===== src/rtl/types_pkg.sv =====
// Shared types for the rename/dispatch boundary.
package types_pkg;
    typedef struct packed {
        logic [1:0]  fu;       // 0=ALU, 1=BR, 2=LSU
        logic [5:0]  tag;
        logic [15:0] payload;
    } rename_data;
endpackage


===== src/rtl/dispatch_ctrl_if.sv =====
// Rename -> dispatch -> RS/ROB handshake bundle.
interface dispatch_ctrl_if #(parameter int NUM_RS = 3);
    import types_pkg::*;

    logic              rn_valid;
    rename_data        rn_data;
    logic              rn_ready;
    logic [NUM_RS-1:0] rs_full;
    logic [NUM_RS-1:0] rs_di_en;
    rename_data        di_data;
    logic              rob_full;
    logic              rob_alloc;

    modport master (
        output rn_valid, rn_data, rs_full, rob_full,
        input  rn_ready, rs_di_en, di_data, rob_alloc
    );

    modport slave (
        input  rn_valid, rn_data, rs_full, rob_full,
        output rn_ready, rs_di_en, di_data, rob_alloc
    );
endinterface


===== src/rtl/dispatch_ctrl.sv =====
// Dispatch controller: one-entry skid register steering renamed ops to RS by FU class,
// with ROB/RS back-pressure, mispredict blackout and saturating stall counters.
module dispatch_ctrl
    import types_pkg::*;
#(
    parameter int NUM_RS       = 3,
    parameter int FLUSH_CYCLES = 2,
    parameter int CNT_W        = 16
) (
    input  logic             clk,
    input  logic             reset,
    dispatch_ctrl_if.slave   dif,
    input  logic             mispredict,
    output logic             flushing,
    output logic             bad_fu,
    output logic [CNT_W-1:0] stall_rob_cnt,
    output logic [CNT_W-1:0] stall_rs_cnt
);

    typedef enum logic {RUN, FLUSH} state_t;

    localparam logic [2:0] FLUSH_LD = 3'(FLUSH_CYCLES);

    state_t            state_q, state_d;
    logic [2:0]        fcnt_q, fcnt_d;
    rename_data        hold_q;
    logic              hold_vld_q;

    logic              run;
    logic              fu_ok;
    logic              rs_blk;
    logic              fire;
    logic              drop;
    logic              rdy;
    logic              stall;
    logic [NUM_RS-1:0] en;

    function automatic logic [CNT_W-1:0] sat_inc(input logic [CNT_W-1:0] v);
        return (&v) ? v : v + 1'b1;
    endfunction

    // Steering: a mispredict in a RUN cycle kills the held op before it can strobe.
    always_comb begin
        run    = (state_q == RUN);
        fu_ok  = (int'(hold_q.fu) < NUM_RS);
        rs_blk = 1'b0;
        for (int i = 0; i < NUM_RS; i++)
            if (int'(hold_q.fu) == i) rs_blk = dif.rs_full[i];
        fire   = run && !mispredict && hold_vld_q && fu_ok && !dif.rob_full && !rs_blk;
        drop   = run && !mispredict && hold_vld_q && !fu_ok;
        stall  = run && !mispredict && hold_vld_q && fu_ok && !fire;
        rdy    = reset && run && !mispredict && (!hold_vld_q || fire || drop);
        en     = '0;
        for (int i = 0; i < NUM_RS; i++)
            if (int'(hold_q.fu) == i) en[i] = fire;
    end

    assign dif.rs_di_en  = en;
    assign dif.rob_alloc = fire;
    assign dif.di_data   = hold_q;
    assign dif.rn_ready  = rdy;
    assign bad_fu        = drop;

    always_comb begin
        state_d  = state_q;
        fcnt_d   = fcnt_q;
        flushing = 1'b0;
        case (state_q)
            RUN: begin
                if (mispredict) begin
                    state_d = FLUSH;
                    fcnt_d  = FLUSH_LD;
                end
            end
            FLUSH: begin
                flushing = 1'b1;
                if (mispredict) begin
                    fcnt_d = FLUSH_LD;
                end else if (fcnt_q <= 3'd1) begin
                    state_d = RUN;
                    fcnt_d  = 3'd0;
                end else begin
                    fcnt_d = fcnt_q - 3'd1;
                end
            end
            default: begin
                state_d = RUN;
                fcnt_d  = 3'd0;
            end
        endcase
    end

    always_ff @(posedge clk or negedge reset) begin
        if (!reset) begin
            state_q <= RUN;
            fcnt_q  <= 3'd0;
        end else begin
            state_q <= state_d;
            fcnt_q  <= fcnt_d;
        end
    end

    always_ff @(posedge clk or negedge reset) begin
        if (!reset) begin
            hold_vld_q <= 1'b0;
            hold_q     <= '0;
        end else if (run && mispredict) begin
            hold_vld_q <= 1'b0;
        end else if (dif.rn_valid && rdy) begin
            hold_vld_q <= 1'b1;
            hold_q     <= dif.rn_data;
        end else if (fire || drop) begin
            hold_vld_q <= 1'b0;
        end
    end

    // ROB-full takes priority when both ROB and the target RS are full.
    always_ff @(posedge clk or negedge reset) begin
        if (!reset) begin
            stall_rob_cnt <= '0;
            stall_rs_cnt  <= '0;
        end else if (stall) begin
            if (dif.rob_full) stall_rob_cnt <= sat_inc(stall_rob_cnt);
            else              stall_rs_cnt  <= sat_inc(stall_rs_cnt);
        end
    end

    a_one_strobe: assert property (@(posedge clk) disable iff (!reset)
        $onehot0(dif.rs_di_en) && (dif.rob_alloc == (|dif.rs_di_en)));

endmodule


===== src/flat_wrapper.sv =====
// flat-port wrapper written by rule: the top's interface ports become plain ports
module dispatch_ctrl_flat import types_pkg::*;
#(
    parameter int NUM_RS       = 3,
    parameter int FLUSH_CYCLES = 2,
    parameter int CNT_W        = 16
)
  (clk, reset, mispredict, flushing, bad_fu, stall_rob_cnt, stall_rs_cnt, dif_rn_valid, dif_rn_data, dif_rs_full, dif_rob_full, dif_rn_ready, dif_rs_di_en, dif_di_data, dif_rob_alloc);
  dispatch_ctrl_if #(.NUM_RS(NUM_RS)) dif_i ();
  input  logic clk;
  input  logic reset;
  input  logic mispredict;
  output logic flushing;
  output logic bad_fu;
  output logic [CNT_W-1:0] stall_rob_cnt;
  output logic [CNT_W-1:0] stall_rs_cnt;
  input wire logic [$bits(dif_i.rn_valid)-1:0] dif_rn_valid;
  input wire logic [$bits(dif_i.rn_data)-1:0] dif_rn_data;
  input wire logic [$bits(dif_i.rs_full)-1:0] dif_rs_full;
  input wire logic [$bits(dif_i.rob_full)-1:0] dif_rob_full;
  output wire logic [$bits(dif_i.rn_ready)-1:0] dif_rn_ready;
  output wire logic [$bits(dif_i.rs_di_en)-1:0] dif_rs_di_en;
  output wire logic [$bits(dif_i.di_data)-1:0] dif_di_data;
  output wire logic [$bits(dif_i.rob_alloc)-1:0] dif_rob_alloc;
  assign dif_i.rn_valid = dif_rn_valid;
  assign dif_i.rn_data = dif_rn_data;
  assign dif_i.rs_full = dif_rs_full;
  assign dif_i.rob_full = dif_rob_full;
  assign dif_rn_ready = dif_i.rn_ready;
  assign dif_rs_di_en = dif_i.rs_di_en;
  assign dif_di_data = dif_i.di_data;
  assign dif_rob_alloc = dif_i.rob_alloc;
  dispatch_ctrl #(.NUM_RS(NUM_RS), .FLUSH_CYCLES(FLUSH_CYCLES), .CNT_W(CNT_W)) u_core (.clk(clk), .reset(reset), .dif(dif_i), .mispredict(mispredict), .flushing(flushing), .bad_fu(bad_fu), .stall_rob_cnt(stall_rob_cnt), .stall_rs_cnt(stall_rs_cnt));
endmodule

===== config.mk =====
export PLATFORM = sky130hd
export DESIGN_NAME = dispatch_ctrl_flat
export DESIGN_NICKNAME = d
export VERILOG_FILES = /design/src/rtl/types_pkg.sv /design/src/rtl/dispatch_ctrl_if.sv /design/src/rtl/dispatch_ctrl.sv /design/src/flat_wrapper.sv
export SDC_FILE = /design/constraint.sdc
export NUM_CORES = 1
export LEC_CHECK = 0
export BUFFER_PORTS_ARGS = -buffer_cell sky130_fd_sc_hd__buf_2
export CAP_MARGIN = 20
export CORE_MARGIN = 4
export CORE_UTILIZATION = 51
export DETAILED_ROUTE_END_ITERATION = 12
export HOLD_SLACK_MARGIN = 0.02
export PLACE_DENSITY_LB_ADDON = 0.2
export REMOVE_ABC_BUFFERS = 1
export SLEW_MARGIN = 15
export SYNTH_ARGS = -nofsm -noshare
export SYNTH_HDL_FRONTEND = slang
export SYNTH_SLANG_ARGS = --single-unit

===== constraint.sdc =====
create_clock -name clk -period 2.36 [get_ports clk]
set_clock_uncertainty 0.2 [all_clocks]
set_input_delay 0.472 -clock clk [delete_from_list [all_inputs] [get_ports clk]]
set_output_delay 0.472 -clock clk [all_outputs]
set_load 0.05 [all_outputs]

==> metrics.md <==
| Metric | Value |
|---|---|
| RSZ-0062 raised after global routing | yes |
| Final setup violation count | 0 |
| Post-DP Area | 0.00354 mm2 |
| # IOs | 95 |
| Clock Tree Root | clkbuf_8 |
| Cell Int Power | 2520 uW |
| CTS buffer count | 9 |
| DP Worst Slack | 26.4 ps |
| Worst EP required | 1690 ps |
| Layout cells sized above 1 | 49.4% |
| Unique masters post-synth | 44 |
| Pwr dens | 1140 mW/mm2 |
| Via density | 5.21 |
| Synthesis Warnings | 0 |
| Seq/Total Area, Yosys | 51.2% |
| Die height | 84.4 um |
| Utilization after layout | 69.2% |
| Crit path capture type | output port |
| Vias | 2218 |
| CP arrival | 1620 ps |
| Vias in the first global route | 2263 |
| # rows | 27 |
| Total track usage | 19.2% |
| Fin. Hold Viols | 0 |
| WS Path Type | reg -> out |
| First-pass GRT wire length | 10800 um |
| Routed wire per std cell | 15.3 um |
| HPWL after DPL | 4780 um |
| Primary FF master, synth | dfrtp_1 |
| Initial Util | 53.5% |
| Crit-path max FO | 5 |
| Worst setup SP type | flop |
| Max clock buf depth | 2 |
| Sink Count | 61 |
| Mapped Area | 0.00298 mm2 |
| H-Tree Depth | 3 |
| Most common cell after layout, fill and taps aside | buf_2 |
| Sequential fraction of design power | 34.5% |
| Syn Area/Cell | 12.5 um2 |
| Post-route cell area | 0.00386 mm2 |
| Initial antenna violation count | 0 |
| Fmax | 435 MHz |
| Period utilization | 97.3% |
| Gpl congestion | 0.780 |
| Initial DRT Pass Iterations | 4 |
| Fin worst setup slack | 63.1 ps |
| Slew Limit Fails | 0 |
| Slew @ Worst Pin | 592 ps |
| Max Cap Violations | 0 |
| Dpl cells | 406 |
| Antenna-violating nets left | 0 |
| Combinational power share | 44.3% |
| Switching Fraction | 42.9% |
| Static leakage | 0.00203 uW |
| Initial detailed-routing violation count | 71 |
| Post-synth EDFFs | 0 |
| Final non-filler cell total | 426 |
| Area Overhead vs Synth | 29.4% |
| Worst-path clk slew | 70 ps |
| Remaining DRCs | 0 |
| Status | finished clean |
| Final nets | 386 |
| IO buf count | 94 |
| Global route total overflow | 0 |
| Net Sw Power | 1890 uW |
| Core area | 0.00557 mm2 |
| Worst hold path type | in -> reg |
| Largest net degree at the start of global routing | 44 |
| Commonest cells after routing, fill and taps aside | 90 x buf_2, 59 x dfrtp_1, 22 x mux2_4 |
| Clock latency at the later pin of the worst-skew pair | 340 ps |
| Clock share of power | 21.2% |
| Total Wirelength | 6510 um |
| VDD IR max | 0.789 mV |
| DIE AREA | 0.00713 mm2 |
| Syn Inst Count | 239 |
| DIE WIDTH | 84.4 um |
| Max_slew headroom | 60.5% |
| Flop and latch count out of synthesis | 61 |
| Ant. Diodes | 0 |
| Crit path time final | 2300 ps |
| TritonCTS clock tree | built |
| Asr flop ratio synth | 100% |
-- power by group through the flow --
stage | Sequential, uW | Combinational [uW] | Clock (uW)
after floorplan | 2350 | 568 | 0
after global placement | 1520 | 1830 | 0
after detailed placement | 1530 | 1870 | 0
after CTS | 1510 | 1910 | 956
after global routing | 1550 | 2060 | 1010
final | 1520 | 1950 | 934
-- what timing repair did --
item,CTS,global route
endpoints found under the hold margin,18,0
setup buffers,2,2
setup endpoints to repair,5,28
hold buffers,1,0
pin swaps,1,7
resized for setup,9,14
-- worst max-delay path, cell delays in order (launching register included) --
cell	delay, ps
dfrtp_2	440
nor3_2	180
a21oi_2	50
o211ai_2	250
and3_4	230
buf_8	140
-- flip-flops by register name, summed over array words and instances (netlist names) --
signal	count
u_core.dif.di_data	24
u_core.fcnt_q	3
u_core.hold_vld_q	1
u_core.stall_rob_cnt	16
u_core.stall_rs_cnt	16
u_core.state_q	1
-- metal layers --
metal / wire length, um / vias to the layer above / share of wire (%) / global-route usage, %
met5: 0 / - / 0 / 0
met4: 153 / 0 / 2.4 / 7.91
met3: 259 / 12 / 4.0 / 5.30
met2: 3450 / 47 / 53 / 32.8
met1: 2640 / 1090 / 41 / 22.9
li1: - / 1069 / - / -
-- kinds of logic (layout without fill, tap and decap cells) --
kind of cell               count (synthesis)  in the layout  synth area share (%)
buffers and inverters                     16            131                  3.32
adders and majority gates                  4              4                  1.68
AOI/OAI and AO/OA                         21             21                  5.21
and+or+nand+nor                           83             83                  17.5
muxes                                     29             29                  13.7
DFF                                       61             61                  51.2
xor gates and xnor gates                  25             25                  7.35
-- cell usage after synthesis (all sizes together) (4+ instances only) --
library cell | count | area [um2]
nand4 | 11 | 83.8
a21oi | 4 | 31.3
buf | 7 | 65.1
mux2 | 28 | 398
nor3 | 7 | 67.6
ha | 4 | 50.1
xnor2 | 17 | 149
inv | 9 | 33.8
nand3 | 13 | 70.1
dfrtp | 61 | 1530
nand2 | 16 | 62.6
a31oi | 7 | 43.8
nor2 | 18 | 75.1
xor2 | 8 | 70.1
and3 | 5 | 31.3
-- path summary, 6_finish.rpt --
kind                       slack [ps]                    from  cells past startpoint                      to
setup / recovery                   60  u_core.dif.di_data[22]                      5            dif_rn_ready
hold / removal                    160         dif_rn_data[17]                      2  u_core.dif.di_data[17]
setup reg to reg                  100  u_core.dif.di_data[22]                      5   u_core.dif.di_data[0]
hold reg to reg                   310  u_core.dif.di_data[18]                      1  u_core.dif.di_data[18]
max in group asynchronous         920                   reset                      3  u_core.stall_rs_cnt[7]
min in group asynchronous         550                   reset                      3   u_core.dif.di_data[8]
-- final cells by class --
type,instances,area [um2]
Fill cell,444,1720
Sequential cell,61,1530
Multi-Input combinational cell,162,1410
Timing Repair Buffer,107,599
Clock buffer,11,151
Tap cell,72,90.1
Clock inverter,4,47.5
Inverter,9,33.8
-- through the flow --
step | TNS [ps] | power (uW) | hold WS [ps]
after floorplan | -2530 | 2910 | -23.6
after global placement | 0 | 3340 | 281
after detailed placement | 0 | 3400 | 292
after CTS | 0 | 4380 | 148
after global routing | -19.3 | 4630 | 143
final | 0 | 4400 | 160
Note: power is estimated with default switching activity, not from simulation.
